--- config.mk ---
export PLATFORM = sky130hd
export DESIGN_NAME = dma_arbiter
export DESIGN_NICKNAME = d
export VERILOG_FILES = /design/src/rtl/dma_arbiter_pkg.sv /design/src/rtl/dma_arbiter_rr_pick.sv /design/src/rtl/dma_arbiter.sv
export SDC_FILE = /design/constraint.sdc
export NUM_CORES = 1
export LEC_CHECK = 0
export CAP_MARGIN = 40
export CORE_AREA = 5 5 120 122
export CTS_BUF_LIST = sky130_fd_sc_hd__clkbuf_8 sky130_fd_sc_hd__clkbuf_16
export CTS_CLUSTER_SIZE = 25
export DETAILED_ROUTE_END_ITERATION = 16
export DIE_AREA = 0 0 125 127
export PLACE_DENSITY = 0.85
export SETUP_SLACK_MARGIN = 0.05
export SLEW_MARGIN = 15
export SYNTH_ARGS = -nofsm -noshare
export SYNTH_HDL_FRONTEND = slang
export SYNTH_SLANG_ARGS = --single-unit
--- constraint.sdc ---
create_clock -name clk -period 5.4 [get_ports clk]
set_clock_uncertainty 0.05 [all_clocks]
set_input_delay 1.62 -clock clk [delete_from_list [all_inputs] [get_ports clk]]
set_output_delay 1.62 -clock clk [all_outputs]
set_load 0.02 [all_outputs]
--- src/rtl/dma_arbiter_pkg.sv ---
`default_nettype none
// ============================================================================
// Module      : dma_arbiter_pkg
// Description : Shared state encoding and sizing helper for dma_arbiter.
// Revision    : 1.0
// ============================================================================
package dma_arbiter_pkg;

    typedef enum logic [1:0] {
        ST_IDLE    = 2'd0,
        ST_ISSUE   = 2'd1,
        ST_XFER    = 2'd2,
        ST_RELEASE = 2'd3
    } arb_state_t;

    // Channel index width; never below one bit so ports stay legal.
    function automatic int ch_idx_width(input int num_ch);
        return (num_ch > 1) ? $clog2(num_ch) : 1;
    endfunction

endpackage
`default_nettype wire

--- src/rtl/dma_arbiter_rr_pick.sv ---
`default_nettype none
// ============================================================================
// Module      : rr_pick
// Description : Combinational round-robin picker; first request at/after ptr.
// Revision    : 1.0
// ============================================================================
module rr_pick
    import dma_arbiter_pkg::*;
#(
    parameter int NUM_CH = 4,
    parameter int IDX_W  = ch_idx_width(NUM_CH)
) (
    input  logic [NUM_CH-1:0] req,
    input  logic [IDX_W-1:0]  ptr,
    output logic [NUM_CH-1:0] gnt_onehot,
    output logic [IDX_W-1:0]  gnt_idx,
    output logic              valid
);

    always_comb begin
        gnt_onehot = '0;
        gnt_idx    = '0;
        valid      = 1'b0;
        for (int i = 0; i < NUM_CH; i++) begin
            if (!valid && req[(int'(ptr) + i) % NUM_CH]) begin
                valid                                   = 1'b1;
                gnt_idx                                 = IDX_W'((int'(ptr) + i) % NUM_CH);
                gnt_onehot[(int'(ptr) + i) % NUM_CH]    = 1'b1;
            end
        end
    end

endmodule
`default_nettype wire

--- src/rtl/dma_arbiter.sv ---
`default_nettype none
// ============================================================================
// Module      : dma_arbiter
// Description : Round-robin arbiter sharing the dma_controller device port.
// Revision    : 1.0
// ============================================================================
module dma_arbiter
    import dma_arbiter_pkg::*;
#(
    parameter int NUM_CH   = 4,
    parameter int ADD_LEN  = 16,
    parameter int DATA_LEN = 16
) (
    input  logic                            clk,
    input  logic                            reset_n,
    input  logic [NUM_CH-1:0]               ch_enable,
    input  logic [NUM_CH-1:0]               ch_rqst,
    input  logic [NUM_CH-1:0]               ch_rd_wr,
    input  logic [NUM_CH*ADD_LEN-1:0]       ch_num_words,
    input  logic [NUM_CH*(ADD_LEN+1)-1:0]   ch_start_addr,
    input  logic [NUM_CH-1:0]               ch_dev_ack,
    input  logic [NUM_CH*DATA_LEN-1:0]      ch_dev_in,
    output logic [NUM_CH-1:0]               ch_grant,
    output logic [NUM_CH-1:0]               ch_dma_ack,
    output logic [NUM_CH-1:0]               ch_end_flag,
    output logic [DATA_LEN-1:0]             ch_dev_out,
    output logic                            busy,
    output logic [ch_idx_width(NUM_CH)-1:0] cur_ch,
    output logic                            rqst,
    output logic                            rd_wr,
    output logic [ADD_LEN-1:0]              num_words,
    output logic [ADD_LEN:0]                start_addr,
    output logic                            dev_ack,
    output logic [DATA_LEN-1:0]             dev_in,
    input  logic                            dma_ack,
    input  logic [DATA_LEN-1:0]             dev_out,
    input  logic                            end_flag
);

    localparam int c_IDX_W = ch_idx_width(NUM_CH);

    arb_state_t           r_state;
    logic [c_IDX_W-1:0]   r_rr_ptr;
    logic [c_IDX_W-1:0]   r_cur_ch;
    logic [NUM_CH-1:0]    r_grant;
    logic                 r_busy;
    logic                 r_rqst;
    logic                 r_rd_wr;
    logic [ADD_LEN-1:0]   r_num_words;
    logic [ADD_LEN:0]     r_start_addr;

    logic [NUM_CH-1:0]    w_pending;
    logic [NUM_CH-1:0]    w_pick_onehot;
    logic [c_IDX_W-1:0]   w_pick_idx;
    logic                 w_pick_valid;

    logic [ADD_LEN-1:0]   w_num_words  [NUM_CH];
    logic [ADD_LEN:0]     w_start_addr [NUM_CH];
    logic [DATA_LEN-1:0]  w_dev_in     [NUM_CH];

    for (genvar c = 0; c < NUM_CH; c++) begin : g_unpack
        assign w_num_words[c]  = ch_num_words[c*ADD_LEN +: ADD_LEN];
        assign w_start_addr[c] = ch_start_addr[c*(ADD_LEN+1) +: ADD_LEN+1];
        assign w_dev_in[c]     = ch_dev_in[c*DATA_LEN +: DATA_LEN];
    end

    assign w_pending = ch_rqst & ch_enable;

    rr_pick #(
        .NUM_CH (NUM_CH),
        .IDX_W  (c_IDX_W)
    ) u_rr_pick (
        .req        (w_pending),
        .ptr        (r_rr_ptr),
        .gnt_onehot (w_pick_onehot),
        .gnt_idx    (w_pick_idx),
        .valid      (w_pick_valid)
    );

    always_ff @(posedge clk or negedge reset_n) begin
        if (!reset_n) begin
            r_state      <= ST_IDLE;
            r_rr_ptr     <= '0;
            r_cur_ch     <= '0;
            r_grant      <= '0;
            r_busy       <= 1'b0;
            r_rqst       <= 1'b0;
            r_rd_wr      <= 1'b0;
            r_num_words  <= '0;
            r_start_addr <= '0;
        end else begin
            case (r_state)
                ST_IDLE: begin
                    if (w_pick_valid) begin
                        r_cur_ch     <= w_pick_idx;
                        r_grant      <= w_pick_onehot;
                        r_rd_wr      <= ch_rd_wr[w_pick_idx];
                        r_num_words  <= w_num_words[w_pick_idx];
                        r_start_addr <= w_start_addr[w_pick_idx];
                        r_rqst       <= 1'b1;
                        r_busy       <= 1'b1;
                        r_state      <= ST_ISSUE;
                    end
                end
                ST_ISSUE: begin
                    r_rqst  <= 1'b0;
                    r_state <= ST_XFER;
                end
                // The DMA cannot abort, so only end_flag releases the grant.
                ST_XFER: begin
                    if (end_flag) begin
                        r_state <= ST_RELEASE;
                    end
                end
                ST_RELEASE: begin
                    r_rr_ptr <= (r_cur_ch == c_IDX_W'(NUM_CH - 1)) ? '0
                                                                  : r_cur_ch + c_IDX_W'(1);
                    r_cur_ch <= '0;
                    r_grant  <= '0;
                    r_busy   <= 1'b0;
                    r_state  <= ST_IDLE;
                end
                default: r_state <= ST_IDLE;
            endcase
        end
    end

    always_comb begin
        dev_ack     = 1'b0;
        dev_in      = '0;
        ch_dma_ack  = '0;
        ch_end_flag = '0;
        if (r_state == ST_XFER) begin
            dev_ack               = ch_dev_ack[r_cur_ch];
            dev_in                = w_dev_in[r_cur_ch];
            ch_dma_ack[r_cur_ch]  = dma_ack;
            ch_end_flag[r_cur_ch] = end_flag;
        end
    end

    assign ch_dev_out = dev_out;
    assign ch_grant   = r_grant;
    assign busy       = r_busy;
    assign cur_ch     = r_cur_ch;
    assign rqst       = r_rqst;
    assign rd_wr      = r_rd_wr;
    assign num_words  = r_num_words;
    assign start_addr = r_start_addr;

endmodule
`default_nettype wire

# [Word level (Yosys, flattened, before mapping)]
# Index checks and enable logic that the tools add are counted.
[word_totals] reg_bits=46 in_bits=232 out_inout_bits=83 elab_cells=125
[classes] add_sub_neg=4 n_lt_le_gt_ge=13 eq_ne=6 muxes=61 n_bitwise=11 n_reduce_logical=21
[ops] op="16-bit two-way mux" n=5
[ops] op="16-bit binary-select mux with 2-bit select" n=2
[ops] op="17-bit binary-select mux with 2-bit select" n=1
[ops] op="17-bit two-way mux" n=2
[ops] op="4-bit two-way mux" n=7
[ops] op="1-bit two-way mux" n=20
[ops] op="2-bit two-way mux" n=8
[ops] op="4-bit AND" n=3
[ops] op="1-bit binary-select mux with 2-bit select" n=6
[ops] op="3-bit by 4-bit less-than comparator with 1-bit output, second input constant" n=3
[ops] op="4-bit bitwise OR" n=3
[ops] op="1-bit demux with 2-bit select" n=5
[ops] op="3-bit by 1-bit greater-or-equal comparator with 1-bit output, second input constant" n=3
[ops] op="2-bit by 3-bit less-than comparator with 1-bit output, second input constant" n=3
[ops] op="1-bit logical AND" n=8
[ops] op="2-bit case mux with 4 select lines" n=1
[ops] op="4-bit case mux with 2 select lines" n=1
[ops] op="2-bit AND reduction" n=4
[ops] op="2-bit == test, second input constant" n=3
[ops] op="3-bit greater-or-equal comparator, second input constant" n=2
[ops] op="2-bit inverter with 3-bit output" n=2
[ops] op="2-bit OR reduction" n=3
[ops] op="2-bit by 1-bit adder with 2-bit output, second input constant" n=2
[ops] op="2-bit adder, second input constant" n=2
[ops] op="10 further kinds" n=17

# [Logic depth before layout (Yosys ltp)]
# Gate-level depths: netlist of run 1.
[logic_depth] ltp_word=18 mapped_depth=10 depth_no_buf=8

# [Modules after synthesis]
# A second synthesis of run 1 with hierarchy kept.
[hier_totals] cells_unflattened=369 hier_area_um2=4108.9
[modules_own_cells] module="dma_arbiter" instances=1 cells_per_inst=324 area_per_inst_um2=3686.0 seq_area_each_um2=1151.1
[modules_own_cells] module="rr_pick" instances=1 cells_per_inst=45 area_per_inst_um2=422.9 seq_area_each_um2=0.0

# [Worst setup path after synthesis of run 1]
# No wires, ideal clock.
[synth_timing] path_kind="flip-flop to output port" startpoint="register r_cur_ch[0] (netlist: cur_ch[0])" endpoint="output dev_in[10]" arrival_time_ns=2.288 t_required_ns=3.730 slack_ns=1.442 stages_incl_launch_ff=5 n_path_buf=2 path_cell_list="dfrtp_1 > clkbuf_1 > buf_1 > mux4_2 > and2_1"
[synth_via] elab_chain_cells=5
[synth_rtl] item="from (decl)" line_no="dma_arbiter.sv:44" source="logic [c_IDX_W-1:0] r_cur_ch;"
[synth_rtl] item="from (signal assigned)" line_no="dma_arbiter.sv:95" source="r_cur_ch <= w_pick_idx;"
[synth_rtl] item="2-bit inverter with 3-bit output (implied by the code)" line_no="dma_arbiter.sv:135" source="dev_in = w_dev_in[r_cur_ch];"
[synth_rtl] item="16-bit binary-select mux with 2-bit select" line_no="dma_arbiter.sv:135"
[synth_rtl] item="16-bit two-way mux (implied by the code) (2 in a row)" line_no="dma_arbiter.sv:135"
[synth_rtl] item="16-bit two-way mux" line_no="dma_arbiter.sv:133" source="if (r_state == ST_XFER) begin"
[synth_rtl] item="to (decl)" line_no="dma_arbiter.sv:34" source="output logic [DATA_LEN-1:0] dev_in,"
# No other way between the ends. The select of a mux whose other input is x is not followed.

# [Worst setup path in the final report of run 1]
[layout_timing] startpoint="input ch_dev_in[50]" endpoint="output dev_in[2]"
[layout_via] elab_chain_cells=4
[layout_rtl] item="from (decl)" line_no="dma_arbiter.sv:22" source="input logic [NUM_CH*DATA_LEN-1:0] ch_dev_in,"
[layout_rtl] item="16-bit binary-select mux with 2-bit select" line_no="dma_arbiter.sv:135"
[layout_rtl] item="16-bit two-way mux (implied by the code) (2 in a row)" line_no="dma_arbiter.sv:135"
[layout_rtl] item="16-bit two-way mux" line_no="dma_arbiter.sv:133"
# No other way between the ends. The select of a mux whose other input is x is not followed.

==> flow_summary.json, run 1 <==
{
  "grt_pass1_wl_um": 26450,
  "ys_ff_latch": 46,
  "maxCapViolCount": 0,
  "p_leak_nw": 2.595,
  "cts_root_buffer": "clkbuf_16",
  "fin_util_pct": 53.69,
  "cts_buffers": 5,
  "rows": 42,
  "die_w_um": 125,
  "path_cells": "clkdlybuf4s50_1, mux4_2, and2_1, clkdlybuf4s50_1",
  "cts_resized": 0,
  "clock_sinks": 46,
  "htreeDepth": 2,
  "placeableCoreArea_sq_um": 13090,
  "async_flop_share_pct": 100.0,
  "vias": 4538,
  "overflow": 0,
  "io_buffers": 282,
  "setup_viol": 0,
  "fin_tns_setup_ns": 0,
  "path_class": "primary input to output port",
  "hold_buffers": 0,
  "cp_common_cell": "clkdlybuf4s50_1",
  "grt_max_degree": 68,
  "cts_setup_buffers": 0,
  "ys.flop_type": "dfrtp_1",
  "tritoncts": "done",
  "clkLatencyLatePin_ns": 0.28,
  "yosys.area.top_type_share_pct": 28.63,
  "final-max-slew-violation-count": 0,
  "hpwl_um": 14040,
  "route.detailed.drc": 0,
  "syn_to_final_growth_pct": 74.76,
  "final_layout_size_suffix_gt1_share_pct": 10.65,
  "endpoint_kind": "output port",
  "internal-power_w": 0.001898,
  "final-hold-violation-count": 0,
  "wl_per_cell_um": 20.87,
  "die-area_sq_um": 15880,
  "synth_edf_count": 0,
  "p_per_area_nw_per_um2": 502.3,
  "io_pins": 315,
  "die_h_um": 127,
  "yosys_warnings": 0,
  "required_ns": 3.73,
  "ant_nets": 0,
  "track_usage_pct": 20.56,
  "dr.pass1.iters": 4,
  "cp-start-kind": "primary input",
  "power_w": 0.003529,
  "switchingPower_w": 0.001631,
  "max_slew_margin_pct": 42.53,
  "synth_cells": 405,
  "combPwrFrac_pct": 71.9,
  "first_global_vias": 4820,
  "status": "finished clean",
  "antenna_found_initial": 1,
  "cp_slowest_stage_delay_ns": 0.54,
  "syn-cell-area_sq_um": 4020,
  "multi_input_area_sq_um": 2567,
  "worst_pin_slew_ns": 0.8620,
  "clockPowerShare_pct": 9.8,
  "cts_buffer_depth": 2,
  "synth_nets": 654,
  "regArea_sq_um": 1151,
  "ys_seq_area_share_pct": 28.63,
  "yosys-top-cells-area": "dfrtp_1, o221ai_1, mux4_2",
  "cp_data_arrival_time_ns": 3.29,
  "path_max_fanout": 1,
  "synthMostInstantiatedCell": "o221ai_1",
  "synth_common_cells": "o221ai_1, nor2_1, dfrtp_1",
  "slowest_stage": "mux4_2",
  "vias_per_cell": 5.501,
  "power_frac_seq_pct": 18.4,
  "fmaxAchievable_mhz": 201.6,
  "avgSynthCellArea_sq_um": 9.926,
  "fin_nets": 896,
  "ir_drop_mv": 0.2510,
  "synth.largest_area_cell": "dfrtp_1",
  "gp_congestion": 0.9543,
  "fin_crit_sh_pct": 91.85,
  "start_util_pct": 30.72,
  "fillers": 1136,
  "clkTransAtPathRegs_ns": 0.06,
  "drt_iter0_markers": 186,
  "min_period_ns": 4.960,
  "sw_frac_of_total_pct": 46.21,
  "ys_types": 44,
  "finalWirelength_um": 17220,
  "rsz0062_at_grt": "no",
  "hp-class": "flip-flop to flip-flop"
}
## through the flow
step | cells | setup WS, ns | instance area, sq um | hold WS (ns)
final | 825 | 0.4401 | 7025 | 0.4933
after global routing | 825 | 0.4056 | 7025 | 0.5165
after CTS | 824 | 0.4262 | 7023 | 0.5017
after detailed placement | 816 | 0.4500 | 6857 | 0.4915
after global placement | 815 | 0.4368 | 6837 | 0.4693
after floorplan | 405 | 1.442 | 4020 | 0.4882
## cells in the final DEF, fill, tap and decap left out, types with 9 or more instances in the layout
master and n:
nand2_1 10, and2_1 21, clkdlybuf4s50_1 281, nand3_1 9, a31oi_2 30, and3_1 9
inv_1 9, mux4_2 20, a21oi_1 11, ha_1 17, nor2_1 49, o221ai_1 66
dfrtp_1 46
## final timing paths
check,from,endpoint,slack [ns],depth (start not counted)
setup / recovery,ch_dev_in[50],dev_in[2],0.44,4
hold / removal,rqst,rqst,0.49,2
setup reg to reg,r_rr_ptr[0],num_words[8],1.68,7
hold reg to reg,rqst,rqst,0.49,2
max in group asynchronous,reset_n,ch_grant[0],3.55,2
min in group asynchronous,reset_n,start_addr[3],1.23,1
## cells by family after synthesis
family / synth area share (%)
fa+ha+maj: 5.291
mux: 11.86
buf+inv: 7.968
flops: 28.63
simple gates: 14.10
compound gates: 32.15
## sequential cells by signal, indices dropped and copies added, names as in the netlist
signal      count
ch_grant        4
cur_ch          2
rd_wr           1
num_words      16
rqst            1
start_addr     17
r_rr_ptr        2
busy            1
r_state         2
## area by class of cell
cell class / count / area share, %
Timing Repair Buffer: 288 / 41.10
Multi-Input combinational cell: 298 / 36.54
Sequential cell: 46 / 16.38
Tap cell: 176 / 3.134
Clock buffer: 5 / 1.781
Clock inverter: 3 / 0.5877
Inverter: 8 / 0.4274
Antenna cell: 1 / 0.03562
## routing by layer
metal,vias up,part of all wire (%),global-route usage [%]
met5,-,0,0
met4,0,2.4,5.740
met3,28,8.2,5.259
met2,260,54,40.05
met1,2162,36,21.85
li1,2088,-,-
## worst max-delay path: cells and delay by family
| family | cells | cell delay (ns) |
|---|---|---|
| buffers and inverters | 2 | 0.94 |
| and+or+nand+nor | 1 | 0.19 |
| muxes | 1 | 0.54 |
## power groups by stage
stage | clock network [W] | logic [W] | registers (W)
floorplan | 0 | 0.00152 | 0.000776
global placement | 0 | 0.00249 | 0.000646
detailed placement | 0 | 0.00256 | 0.000658
CTS | 0.000358 | 0.00258 | 0.000651
global route | 0.000372 | 0.00273 | 0.000672
finish | 0.000344 | 0.00254 | 0.000648
Power figures use the tool's default switching activity.
==> run 2: changes to the inputs <==
CORE_AREA = 3 3 122 124   (was 5 5 120 122)
PLACE_DENSITY = 0.81   (was 0.85)
==> run 2 against run 1 <==
Count of clock-buffer cells in the layout grew 2; wire length shrank 3.7%; first-iteration DRC count increased by 19%; non-clock buffer count up 3; largest cell class unchanged; critical path type unchanged; global-route usage is 0.88 points lower; die area did not move.
==> flow_summary.json, run 2 (synthesis gave the netlist of run 1 again) <==
{
  "clockPowerShare_pct": 9.4,
  "placeableCoreArea_sq_um": 13880,
  "path_class": "primary input to output port",
  "wl_per_cell_um": 19.95,
  "grt_pass1_wl_um": 25360,
  "final_layout_size_suffix_gt1_share_pct": 11.21,
  "vias": 4606,
  "combPwrFrac_pct": 71.9,
  "fmaxAchievable_mhz": 202.6,
  "vias_per_cell": 5.543,
  "fin_tns_setup_ns": 0,
  "syn_to_final_growth_pct": 75.75,
  "cts_buffers": 5,
  "track_usage_pct": 19.68,
  "ant_nets": 0,
  "max_slew_margin_pct": 42.32,
  "hp-class": "flip-flop to flip-flop",
  "maxCapViolCount": 0,
  "switchingPower_w": 0.001638,
  "die_h_um": 127,
  "route.detailed.drc": 0,
  "most-common-layout-cells": "clkdlybuf4s50_1, o221ai_1, nor2_1",
  "antenna_found_initial": 0,
  "cts_root_buffer": "clkbuf_16",
  "clock_sinks": 46,
  "required_ns": 3.73,
  "cp-start-kind": "primary input",
  "finalWirelength_um": 16580,
  "final_cell_area_sq_um": 7066,
  "cts_setup_buffers": 0,
  "ir_drop_mv": 0.2648,
  "start_util_pct": 28.96,
  "die_w_um": 125,
  "drt_iter0_markers": 221,
  "worst_pin_slew_ns": 0.8653,
  "internal-power_w": 0.001897,
  "rsz0062_at_grt": "no",
  "cp_data_arrival_time_ns": 3.27,
  "p_leak_nw": 2.616,
  "dr.pass1.iters": 4,
  "fin_crit_sh_pct": 91.40,
  "path_max_fanout": 1,
  "placed_cell_area_sq_um": 6904,
  "io_buffers": 282,
  "min_period_ns": 4.936,
  "hold_buffers": 0,
  "clkLatencyLatePin_ns": 0.29,
  "holdWs_ns": 0.5051,
  "final-hold-violation-count": 0,
  "largest_reg_flops": 17,
  "htreeDepth": 2,
  "rows": 43,
  "final_common_cell": "clkdlybuf4s50_1",
  "fin_nets": 899,
  "final-max-slew-violation-count": 0,
  "first_global_vias": 4733,
  "overflow": 0,
  "endpoint_kind": "output port",
  "cts_resized": 0,
  "grt_max_degree": 49,
  "clkTransAtPathRegs_ns": 0.07,
  "setup_viol": 0,
  "tritoncts": "done",
  "die-area_sq_um": 15880,
  "status": "finished clean",
  "io_pins": 315,
  "sw_frac_of_total_pct": 46.33,
  "p_per_area_nw_per_um2": 500.4,
  "hpwl_um": 13190,
  "insertedDiodeCount": 0,
  "cts_buffer_depth": 2,
  "power_frac_seq_pct": 18.8,
  "gp_congestion": 0.9421
}
[run 2: cell count changes in the layout (fill, tap and decap cells not counted)]
| cell | delta |
|---|---|
| bufinv_16 | -1 |
| inv_1 | -1 |
| diode_2 | -1 |
| clkbuf_8 | +2 |
| clkinvlp_4 | -1 |
| clkinv_4 | +1 |
| buf_16 | +1 |
| buf_4 | +2 |
[run 2: cell type report]
type                       count  area, sq um
clock buffer                   7        152.6
clock inverter                 1        8.758
fill                        1222         6815
inverter                       8        30.03
multi-input combinational    298         2567
sequential                    46         1151
tap                          180        225.2
timing repair buffer         291         2930
[run 2: metal layers]
layer | share of wire, % | wire length (um) | global-route usage, % | up-vias
met1 | 38 | 6225 | 22.35 | 2225
met5 | 0 | 0 | 0 | -
met4 | 2.2 | 364 | 5.867 | 0
li1 | - | - | - | 2093
met2 | 52 | 8656 | 36.29 | 258
met3 | 8.0 | 1333 | 5.184 | 30
[run 2: final timing paths]
check | from | to | slack (ns) | depth (start not counted)
worst max-delay path | ch_dev_in[45] | dev_in[13] | 0.46 | 4
worst min-delay path | busy | busy | 0.51 | 2
min in group asynchronous | reset_n | start_addr[4] | 1.22 | 1
worst min register to register | busy | busy | 0.51 | 2
max in group asynchronous | reset_n | num_words[5] | 3.56 | 2
worst max register to register | r_rr_ptr[0] | start_addr[1] | 1.66 | 7
[run 2: per-stage QoR]
stage                     total power, W  cells  utilization [%]  worst slack [ns]
final                           0.003536    831            50.90            0.4642
after global placement          0.003141    821            49.40            0.4499
after floorplan                 0.002301    405                -             1.442
after detailed placement        0.003233    823            49.74            0.4635
after global routing            0.003782    831            50.90            0.4218
after CTS                       0.003579    831            50.90            0.4430
[run 2: critical path: stages]
cell	delay, ns
clkdlybuf4s50_1	0.44
mux4_2	0.49
and2_1	0.18
clkdlybuf4s50_1	0.54
[run 2: power by group through the flow]
stage	clock [W]	combinational [W]	sequential [W]
global route	0.000356	0.00273	0.000691
finish	0.000331	0.00254	0.000663
floorplan	0	0.00152	0.000776
detailed placement	0	0.00256	0.000671
CTS	0.000341	0.00257	0.000665
global placement	0	0.00248	0.000660
==> run 3: changes to the inputs <==
CAP_MARGIN = default   (was 40)
==> run 3 against run 2 <==
Sequential power barely moved; final area fell by 0.64%; final cell count fell by 0.24%; wire length fell by 0.16%; sequential share of layout area rose by 0.10 points; sequential cell count did not move; via count fell by 0.13%; critical path depth did not move; first-iteration DRC count fell by 26%; largest power group unchanged.
==> flow_summary.json, run 3 (synthesis gave the netlist of run 1 again) <==
{
  "ant_nets": 0,
  "largest_reg_flops": 17,
  "setup_viol": 0,
  "vias": 4600,
  "path_max_fanout": 1,
  "fillers": 1234,
  "hold_start": "busy",
  "endpoint_kind": "output port",
  "hold_depth": 2,
  "clkTransAtPathRegs_ns": 0.07,
  "placeableCoreArea_sq_um": 13880,
  "wl_per_cell_um": 19.97,
  "insertedDiodeCount": 0,
  "dr.pass1.iters": 5,
  "r2r-start": "r_rr_ptr[0]",
  "first_global_vias": 4756,
  "grt_max_degree": 49,
  "regArea_sq_um": 1151,
  "track_usage_pct": 19.86,
  "most-common-layout-cells": "clkdlybuf4s50_1, o221ai_1, nor2_1",
  "route.detailed.drc": 0,
  "syn_to_final_growth_pct": 74.63,
  "final-max-slew-violation-count": 0,
  "clock_sinks": 46,
  "gp_congestion": 0.9421,
  "finalNonFillerCells": 829,
  "power_frac_seq_pct": 18.9,
  "antenna_found_initial": 0,
  "vias_per_cell": 5.549,
  "fin_tns_setup_ns": 0,
  "overflow": 0,
  "final-hold-violation-count": 0,
  "drt_iter0_markers": 164,
  "fin_crit_sh_pct": 91.60,
  "htreeDepth": 2,
  "clkLatencyLatePin_ns": 0.28,
  "status": "finished clean",
  "combPwrFrac_pct": 71.7,
  "die_w_um": 125,
  "die_h_um": 127,
  "cts_buffers": 5,
  "die-area_sq_um": 15880,
  "required_ns": 3.73,
  "final_layout_size_suffix_gt1_share_pct": 10.94,
  "min_to": "busy",
  "cts_resized": 0,
  "hp-class": "flip-flop to flip-flop",
  "cts_buffer_depth": 2,
  "internal-power_w": 0.001883,
  "cts_root_buffer": "clkbuf_16",
  "r2r_setup_slack_ns": 1.53,
  "cp_data_arrival_time_ns": 3.28,
  "io_buffers": 282,
  "grt_pass1_wl_um": 25670,
  "multi_input_area_sq_um": 2567,
  "rows": 43,
  "r2r_end": "num_words[9]",
  "fin_nets": 897,
  "hold_buffers": 0,
  "io_pins": 315,
  "p_per_area_nw_per_um2": 500.8,
  "max_slew_margin_pct": 24.93,
  "clockPowerShare_pct": 9.4,
  "path_class": "primary input to output port",
  "fmaxAchievable_mhz": 202.2,
  "final_common_cell": "clkdlybuf4s50_1",
  "place_inst": 821,
  "cts_setup_buffers": 0,
  "min_period_ns": 4.946,
  "sw_frac_of_total_pct": 46.44,
  "p_leak_nw": 2.594,
  "maxCapViolCount": 0,
  "hpwl_um": 13010,
  "switchingPower_w": 0.001633,
  "worst_pin_slew_ns": 1.122,
  "reg2regPathDepth": 9,
  "finalWirelength_um": 16550,
  "tritoncts": "done",
  "rsz0062_at_grt": "no",
  "cp-start-kind": "primary input",
  "start_util_pct": 28.96,
  "ir_drop_mv": 0.2784
}
-- run 3: stage by stage --
| stage | hold WS, ns | cell area, sq um | setup WS [ns] | power, W | util, % |
|---|---|---|---|---|---|
| after floorplan | 0.4882 | 4020 | 1.442 | 0.002301 | - |
| after global placement | 0.4850 | 6857 | 0.4499 | 0.003141 | 49.40 |
| after detailed placement | 0.4927 | 6857 | 0.4713 | 0.003214 | 49.40 |
| after CTS | 0.5082 | 7018 | 0.4444 | 0.003561 | 50.56 |
| after global routing | 0.5342 | 7020 | 0.4277 | 0.003775 | 50.58 |
| final | 0.5007 | 7020 | 0.4537 | 0.003516 | 50.58 |
-- run 3: critical path: stages --
cell	delay (ns)
clkdlybuf4s50_1	0.44
mux4_2	0.49
and2_1	0.18
clkdlybuf4s50_1	0.54
-- run 3: how the worst max path moves through the flow --
stage	slack [ns]	from	endpoint
floorplan	1.44	cur_ch[0]	dev_in[10]
global placement	0.45	ch_dev_in[45]	dev_in[13]
detailed placement	0.47	ch_dev_in[45]	dev_in[13]
CTS	0.44	ch_dev_in[45]	dev_in[13]
global route	0.43	ch_dev_in[45]	dev_in[13]
finish	0.45	ch_dev_in[45]	dev_in[13]
-- run 3: final cells by class --
| class | count | share of cell area [%] |
|---|---|---|
| repair buffers | 289 | 41.10 |
| multi-input cells | 298 | 36.57 |
| flip-flops and latches | 46 | 16.40 |
| well taps | 180 | 3.208 |
| clock buffers | 7 | 2.174 |
| inverters | 8 | 0.4277 |
| clock inverters | 1 | 0.1248 |
-- run 3: power groups by stage --
stage / clock [W] / sequential [W] / combinational (W)
CTS: 0.000341 / 0.000667 / 0.00255
global placement: 0 / 0.000660 / 0.00248
global route: 0.000358 / 0.000691 / 0.00272
detailed placement: 0 / 0.000673 / 0.00254
finish: 0.000331 / 0.000664 / 0.00252
floorplan: 0 / 0.000776 / 0.00152
-- run 3: per-layer routing --
layer	GRT usage (%)	wire (um)	vias up
li1	-	-	2090
met1	22.63	6082	2217
met2	36.60	8689	263
met3	5.644	1472	30
met4	5.102	309	0
met5	0	0	-
